$ cat src/rtl/tone_sequencer.sv
// tone_sequencer
//   Reads the frequency ring buffer and feeds the tone generator. Entries are
//   popped one at a time. Each popped frequency and its index are presented as
//   a registered word with a one-cycle tone_valid strobe, and each is held for
//   a programmable dwell interval. Between pops the block serves single host
//   random-access reads of the ring. These reads use a valid/ready handshake
//   and are abandoned if the ring does not answer within TIMEOUT cycles.
//
// Ports
//   clk, rst          : clock, synchronous active-high reset
//   enable            : run sequencing (level)
//   dwell             : cycles each tone is held (0 behaves as 1), sampled at pop
//   ring_dout         : ring data word (pop data or random-read data)
//   ring_ready        : ring can be popped
//   ring_index        : index of ring_dout for pops
//   ring_rd_en        : pop strobe (combinational)
//   ring_rand_addr    : random-read address (registered)
//   ring_rand_en      : random-read request, high for the whole RAND visit
//   ring_rand_valid   : random-read data valid on ring_dout this cycle
//   tone_freq/index   : current tone word and its ring index
//   tone_valid        : one-cycle strobe when the tone registers update
//   req_addr/valid    : host random-read request
//   req_ready         : request accepted this cycle (combinational)
//   resp_data/valid   : random-read result with one-cycle strobe
//   resp_timeout      : one-cycle strobe when a random read is abandoned
module tone_sequencer #(
  parameter int DWELL_W = 16,
  parameter int TIMEOUT = 32
) (
  input  logic               clk,
  input  logic               rst,
  input  logic               enable,
  input  logic [DWELL_W-1:0] dwell,
  input  logic [13:0]        ring_dout,
  input  logic               ring_ready,
  input  logic [6:0]         ring_index,
  output logic               ring_rd_en,
  output logic [6:0]         ring_rand_addr,
  output logic               ring_rand_en,
  input  logic               ring_rand_valid,
  output logic [13:0]        tone_freq,
  output logic [6:0]         tone_index,
  output logic               tone_valid,
  input  logic [6:0]         req_addr,
  input  logic               req_valid,
  output logic               req_ready,
  output logic [13:0]        resp_data,
  output logic               resp_valid,
  output logic               resp_timeout
);

  localparam int TMO_W = $clog2(TIMEOUT + 1);
  localparam logic [TMO_W-1:0] TMO_LAST = TMO_W'(TIMEOUT - 1);

  typedef enum logic [1:0] {IDLE, FETCH, DWELL, RAND} state_t;

  state_t             state_q, state_d, exit_state;
  logic [DWELL_W-1:0] dwell_cnt_q, dwell_cnt_d;
  logic [TMO_W-1:0]   tmo_cnt_q, tmo_cnt_d;
  logic [13:0]        tone_freq_q, tone_freq_d;
  logic [6:0]         tone_index_q, tone_index_d;
  logic               tone_valid_q, tone_valid_d;
  logic [6:0]         rand_addr_q, rand_addr_d;
  logic               rand_en_q, rand_en_d;
  logic [13:0]        resp_data_q, resp_data_d;
  logic               resp_valid_q, resp_valid_d;
  logic               resp_timeout_q, resp_timeout_d;

  // Dwell counter load value: max(d,1)-1, so the DWELL state lasts max(d,1) cycles.
  function automatic logic [DWELL_W-1:0] dwell_load(input logic [DWELL_W-1:0] d);
    return (d == '0) ? '0 : d - DWELL_W'(1);
  endfunction

  always_comb begin
    state_d        = state_q;
    dwell_cnt_d    = dwell_cnt_q;
    tmo_cnt_d      = tmo_cnt_q;
    tone_freq_d    = tone_freq_q;
    tone_index_d   = tone_index_q;
    tone_valid_d   = 1'b0;
    rand_addr_d    = rand_addr_q;
    rand_en_d      = rand_en_q;
    resp_data_d    = resp_data_q;
    resp_valid_d   = 1'b0;
    resp_timeout_d = 1'b0;
    ring_rd_en     = 1'b0;
    exit_state     = enable ? FETCH : IDLE;
    // Host requests win over a pop in the same cycle, so the pop is only
    // considered when no request is being accepted.
    req_ready      = req_valid && (state_q == IDLE || state_q == FETCH);

    if (req_ready) begin
      state_d     = RAND;
      rand_addr_d = req_addr;
      rand_en_d   = 1'b1;
      tmo_cnt_d   = '0;
    end else begin
      unique case (state_q)
        IDLE: begin
          if (enable) state_d = FETCH;
        end
        FETCH: begin
          ring_rd_en = ring_ready;
          if (ring_ready) begin
            tone_freq_d  = ring_dout;
            tone_index_d = ring_index;
            tone_valid_d = 1'b1;
            dwell_cnt_d  = dwell_load(dwell);
            state_d      = DWELL;
          end else if (!enable) begin
            state_d = IDLE;
          end
        end
        DWELL: begin
          if (dwell_cnt_q == '0) state_d = exit_state;
          else dwell_cnt_d = dwell_cnt_q - DWELL_W'(1);
        end
        RAND: begin
          tmo_cnt_d = tmo_cnt_q + TMO_W'(1);
          // Dropping ring_rand_en on the exit edge keeps the ring from
          // seeing a second request for the same read.
          if (ring_rand_valid) begin
            resp_data_d  = ring_dout;
            resp_valid_d = 1'b1;
            rand_en_d    = 1'b0;
            state_d      = exit_state;
          end else if (tmo_cnt_q == TMO_LAST) begin
            resp_timeout_d = 1'b1;
            rand_en_d      = 1'b0;
            state_d        = exit_state;
          end
        end
        default: state_d = IDLE;
      endcase
    end
  end

  always_ff @(posedge clk) begin
    if (rst) begin
      state_q        <= IDLE;
      dwell_cnt_q    <= '0;
      tmo_cnt_q      <= '0;
      tone_freq_q    <= '0;
      tone_index_q   <= '0;
      tone_valid_q   <= 1'b0;
      rand_addr_q    <= '0;
      rand_en_q      <= 1'b0;
      resp_data_q    <= '0;
      resp_valid_q   <= 1'b0;
      resp_timeout_q <= 1'b0;
    end else begin
      state_q        <= state_d;
      dwell_cnt_q    <= dwell_cnt_d;
      tmo_cnt_q      <= tmo_cnt_d;
      tone_freq_q    <= tone_freq_d;
      tone_index_q   <= tone_index_d;
      tone_valid_q   <= tone_valid_d;
      rand_addr_q    <= rand_addr_d;
      rand_en_q      <= rand_en_d;
      resp_data_q    <= resp_data_d;
      resp_valid_q   <= resp_valid_d;
      resp_timeout_q <= resp_timeout_d;
    end
  end

  assign tone_freq      = tone_freq_q;
  assign tone_index     = tone_index_q;
  assign tone_valid     = tone_valid_q;
  assign ring_rand_addr = rand_addr_q;
  assign ring_rand_en   = rand_en_q;
  assign resp_data      = resp_data_q;
  assign resp_valid     = resp_valid_q;
  assign resp_timeout   = resp_timeout_q;

endmodule
$ cat config.mk
export PLATFORM = sky130hd
export DESIGN_NAME = tone_sequencer
export DESIGN_NICKNAME = d
export VERILOG_FILES = /design/src/rtl/tone_sequencer.sv
export SDC_FILE = /design/constraint.sdc
export NUM_CORES = 1
export LEC_CHECK = 0
export BUFFER_PORTS_ARGS = -buffer_cell sky130_fd_sc_hd__buf_2
export CAP_MARGIN = 20
export CELL_PAD_IN_SITES_DETAIL_PLACEMENT = 1
export CELL_PAD_IN_SITES_GLOBAL_PLACEMENT = 2
export CORE_MARGIN = 2
export CORE_UTILIZATION = 26
export DETAILED_ROUTE_END_ITERATION = 10
export PLACE_DENSITY_LB_ADDON = 0.1
export SYNTH_ARGS = -nofsm -noshare
export SYNTH_HDL_FRONTEND = slang
export SYNTH_SLANG_ARGS = --single-unit
$ cat constraint.sdc
create_clock -name clk -period 2.15 [get_ports clk]
set_input_delay 0.3225 -clock clk [delete_from_list [all_inputs] [get_ports clk]]
set_output_delay 0.3225 -clock clk [all_outputs]
set_load 0.05 [all_outputs]
==> flow_summary.ini <==
[run_status]
outcome = finished, final reports clean

[synthesis]
avgSynthCellArea_um2 = 7.73
synth_cells = 426
syn_area_um2 = 3290
ys_types = 54
ys_seq_area_frac = 0.425
synth_ff_type = dfxtp_1
synth_edf_count = 0
ys_ff_latch = 70
synth_async_sr_flop_share = 0
yosys_warnings = 0
syn_nets = 480

[floorplanning]
rows = 41
start_util = 0.263
die_h_um = 117
dieArea_um2 = 13600
boundaryPins = 98
design.core.area_um2 = 12500
die_w_um = 117

[power_and_ir_drop]
swShare = 0.408
vdd_ir_drop_max_v = 0.000419
p_leak_uw = 0.00181
power-per-cell-area_nw_per_um2 = 1290
p_seq_frac = 0.295
power_uw = 5630
p_comb_frac = 0.476
p_int_uw = 3340
clkPwrFrac = 0.229
p_switching_uw = 2300

[placed_design]
routabilityCongestion = 0.778
port_buffers = 97
hpwl_um = 7950
post_dp_cell_area_um2 = 4110
dp.cells = 699

[detailed_routing]
num_vias = 3430
route.top_layer_used = met4
wl_met1_um = 5090
via_per_inst = 4.82
routed_wl_um = 10900
wl_met3_um = 636
dr_wl_met2_um = 5060
avgRoutedWirePerCell_um = 15.3
drtIter0Drc = 107
ant_nets = 0
first_pass_iters = 4
drcViolationCount = 0

[cells_and_area]
insertedDiodeCount = 0
final_cell_area_um2 = 4370
fin_nets = 592
finalCoreUtilization = 0.349
drive_above_1_share = 0.281
nFillCells = 1580
syn_to_final_growth_pct = 32.8
final_cells = 712

[sta]
max_freq_mhz = 488
min_period_ns = 2.05
tightest_slew_ns = 0.663
skew_ns = 0.00511
setup_viol = 0
finalCritPeriodShare = 0.954
hold_violations = 0
rsz0062_at_grt = no
relSlewSlack = 0.558
slew_viol_final = 0
tns_ns = 0

[worst_setup_path]
regToRegSetupSlack_ns = 0.1
crit-reg2reg-launch = dwell_cnt_q[7]
worstRegToRegCells = 5
critPathLaunchType = flip-flop
critPathMaxFanout = 6
rr_endpoint = dwell_cnt_q[15]
cp_data_required_time_ns = 2.41
critPathArrivalTime_ns = 2.31
crit_path_end_kind = flip-flop
critPathKind = reg -> reg

[clock_network]
cts_root_buffer = clkbuf_16
clk_pin_slew_worst_paths_ns = 0.06
cts_tree = yes
post_cts_buffers = 0
cts.sinks = 70
clk_path_buf_depth = 2
h-tree-depth = 3
clkLatencyLatePin_ns = 0.33
cts_buffers = 9

[worst_hold_path]
hold_path_depth = 2
hold_class = in -> reg
min_from = ring_rand_valid
whs_endpoint = resp_timeout

[job]
cap_violations = 0

[grt]
grt_max_degree = 52
antenna_found_initial = 0
track_usage = 0.167
grt_pass1_wl_um = 17600
overflow = 0
grt_pass1_vias = 3440
[cell type report]
type,instances,area [um2],area share
clock buffers,11,233,0.0532
clock inverters,2,12.5,0.00286
inverters,10,37.5,0.00858
multi-input cells,323,1780,0.407
flip-flops and latches,70,1400,0.320
well taps,172,215,0.0492
repair buffers,124,694,0.159
[cell usage after synthesis (2+ instances only)]
library cell  instances  area share
buf_2                 2      0.0030
a31oi_1               3      0.0057
nor2b_1               8       0.015
a21oi_1              59       0.090
nor3_1               11       0.017
nor2_1               25       0.028
nor4_2                4       0.015
nand4b_1              2      0.0053
nor3b_1               2      0.0046
xnor2_1               8       0.021
a2bb2oi_1             2      0.0053
mux2_2                2      0.0068
o21ai_1               2      0.0030
ha_1                  4       0.015
nor4_1                8       0.015
or3_1                 3      0.0057
o21ai_0              15       0.023
xor2_1                8       0.021
inv_1                 8      0.0091
a32o_1                2      0.0061
dfxtp_1              70        0.43
nand2b_1              3      0.0057
a22oi_1               2      0.0046
a211o_1               2      0.0053
nand3b_1              3      0.0068
and3_1                2      0.0038
nand4_1               3      0.0057
nand3_1               9       0.014
nor4b_1               2      0.0053
clkbuf_1             19       0.022
nand2_1             106        0.12
or4_1                 2      0.0046
o22ai_1               2      0.0038
o311ai_1              2      0.0053
buf_1                 2      0.0023
[logic make-up after synthesis]
kind of cell / Yosys count / synth area share
compound gates: 101 / 0.179
xor+xnor: 16 / 0.0425
fa+ha+maj: 4 / 0.0152
buf+inv: 33 / 0.0384
flops: 70 / 0.425
mux: 3 / 0.0103
simple gates: 199 / 0.289
[per-layer routing]
layer | vias up | track usage
met5 | - | 0
met4 | 0 | 0.0573
met3 | 8 | 0.0519
met2 | 69 | 0.265
met1 | 1650 | 0.216
li1 | 1703 | -
[worst max-delay path, stage by stage (launching register included)]
cell and delay [ns]:
dfxtp_1 0.31, or4_4 0.58, or4_4 0.56, nor4_2 0.27
nand2_1 0.09, a31oi_1 0.17
[placed cells by master (no fill, tap or decap), types with 2 or more instances in the layout]
cell       instances
clkbuf_16          9
inv_1              8
nand4b_1           2
nor2b_1            8
a32o_1             2
o22ai_1            2
a2bb2oi_1          2
xnor2_1            8
ha_1               4
o311ai_1           2
mux2_2             2
xor2_1             8
a31oi_1            3
or3_1              3
nand2b_1           3
nor3_1            11
o21ai_1            2
and3_1             2
clkbuf_1           2
nor3b_1            2
nor2_1            25
dfxtp_1           70
nor4b_1            2
nand3_1            8
nor4_2             4
or4_4              3
nand4_1            3
nand2_1          106
o21ai_0           15
buf_2             96
nor4_1             8
buf_4             27
a22oi_1            2
a21oi_1           59
a211o_1            2
nand3b_1           3
[timing repair]
action / CTS / global route
resized for setup: 2 / 4
hold buffers: 0 / 0
setup endpoints to repair: 1 / 10
[sequential cells by signal, summed over array words and instances (netlist names)]
| register | cells |
|---|---|
| dwell_cnt_q | 16 |
| resp_data | 14 |
| tone_freq | 14 |
| ring_rand_addr | 7 |
| tone_index | 7 |
| tmo_cnt_q | 6 |
| state_q | 2 |
| resp_timeout | 1 |
| resp_valid | 1 |
| ring_rand_en | 1 |
| tone_valid | 1 |
[worst max-delay path by stage]
stage                            endpoint  slack, ns           start
after floorplan           dwell_cnt_q[15]       0.15  dwell_cnt_q[7]
after global placement    dwell_cnt_q[15]       0.08  dwell_cnt_q[7]
after detailed placement  dwell_cnt_q[15]       0.04  dwell_cnt_q[7]
after CTS                 dwell_cnt_q[15]       0.02  dwell_cnt_q[7]
after global routing           state_q[0]       0.02  dwell_cnt_q[7]
final                     dwell_cnt_q[15]        0.1  dwell_cnt_q[7]
[power by group through the flow]
stage | combinational, uW | clock [uW] | sequential, uW
floorplan | 1420 | 0 | 1890
global placement | 2620 | 0 | 1680
detailed placement | 2620 | 0 | 1680
CTS | 2650 | 1340 | 1660
global route | 2940 | 1390 | 1690
finish | 2680 | 1290 | 1660
[per-stage QoR]
step	worst slack, ns	hold WS (ns)
after floorplan	0.153	0.401
after global placement	0.0819	0.440
after detailed placement	0.0353	0.447
after CTS	0.0248	0.201
after global routing	0.0181	0.215
final	0.0994	0.218
Note: power is estimated with default switching activity, not from simulation.
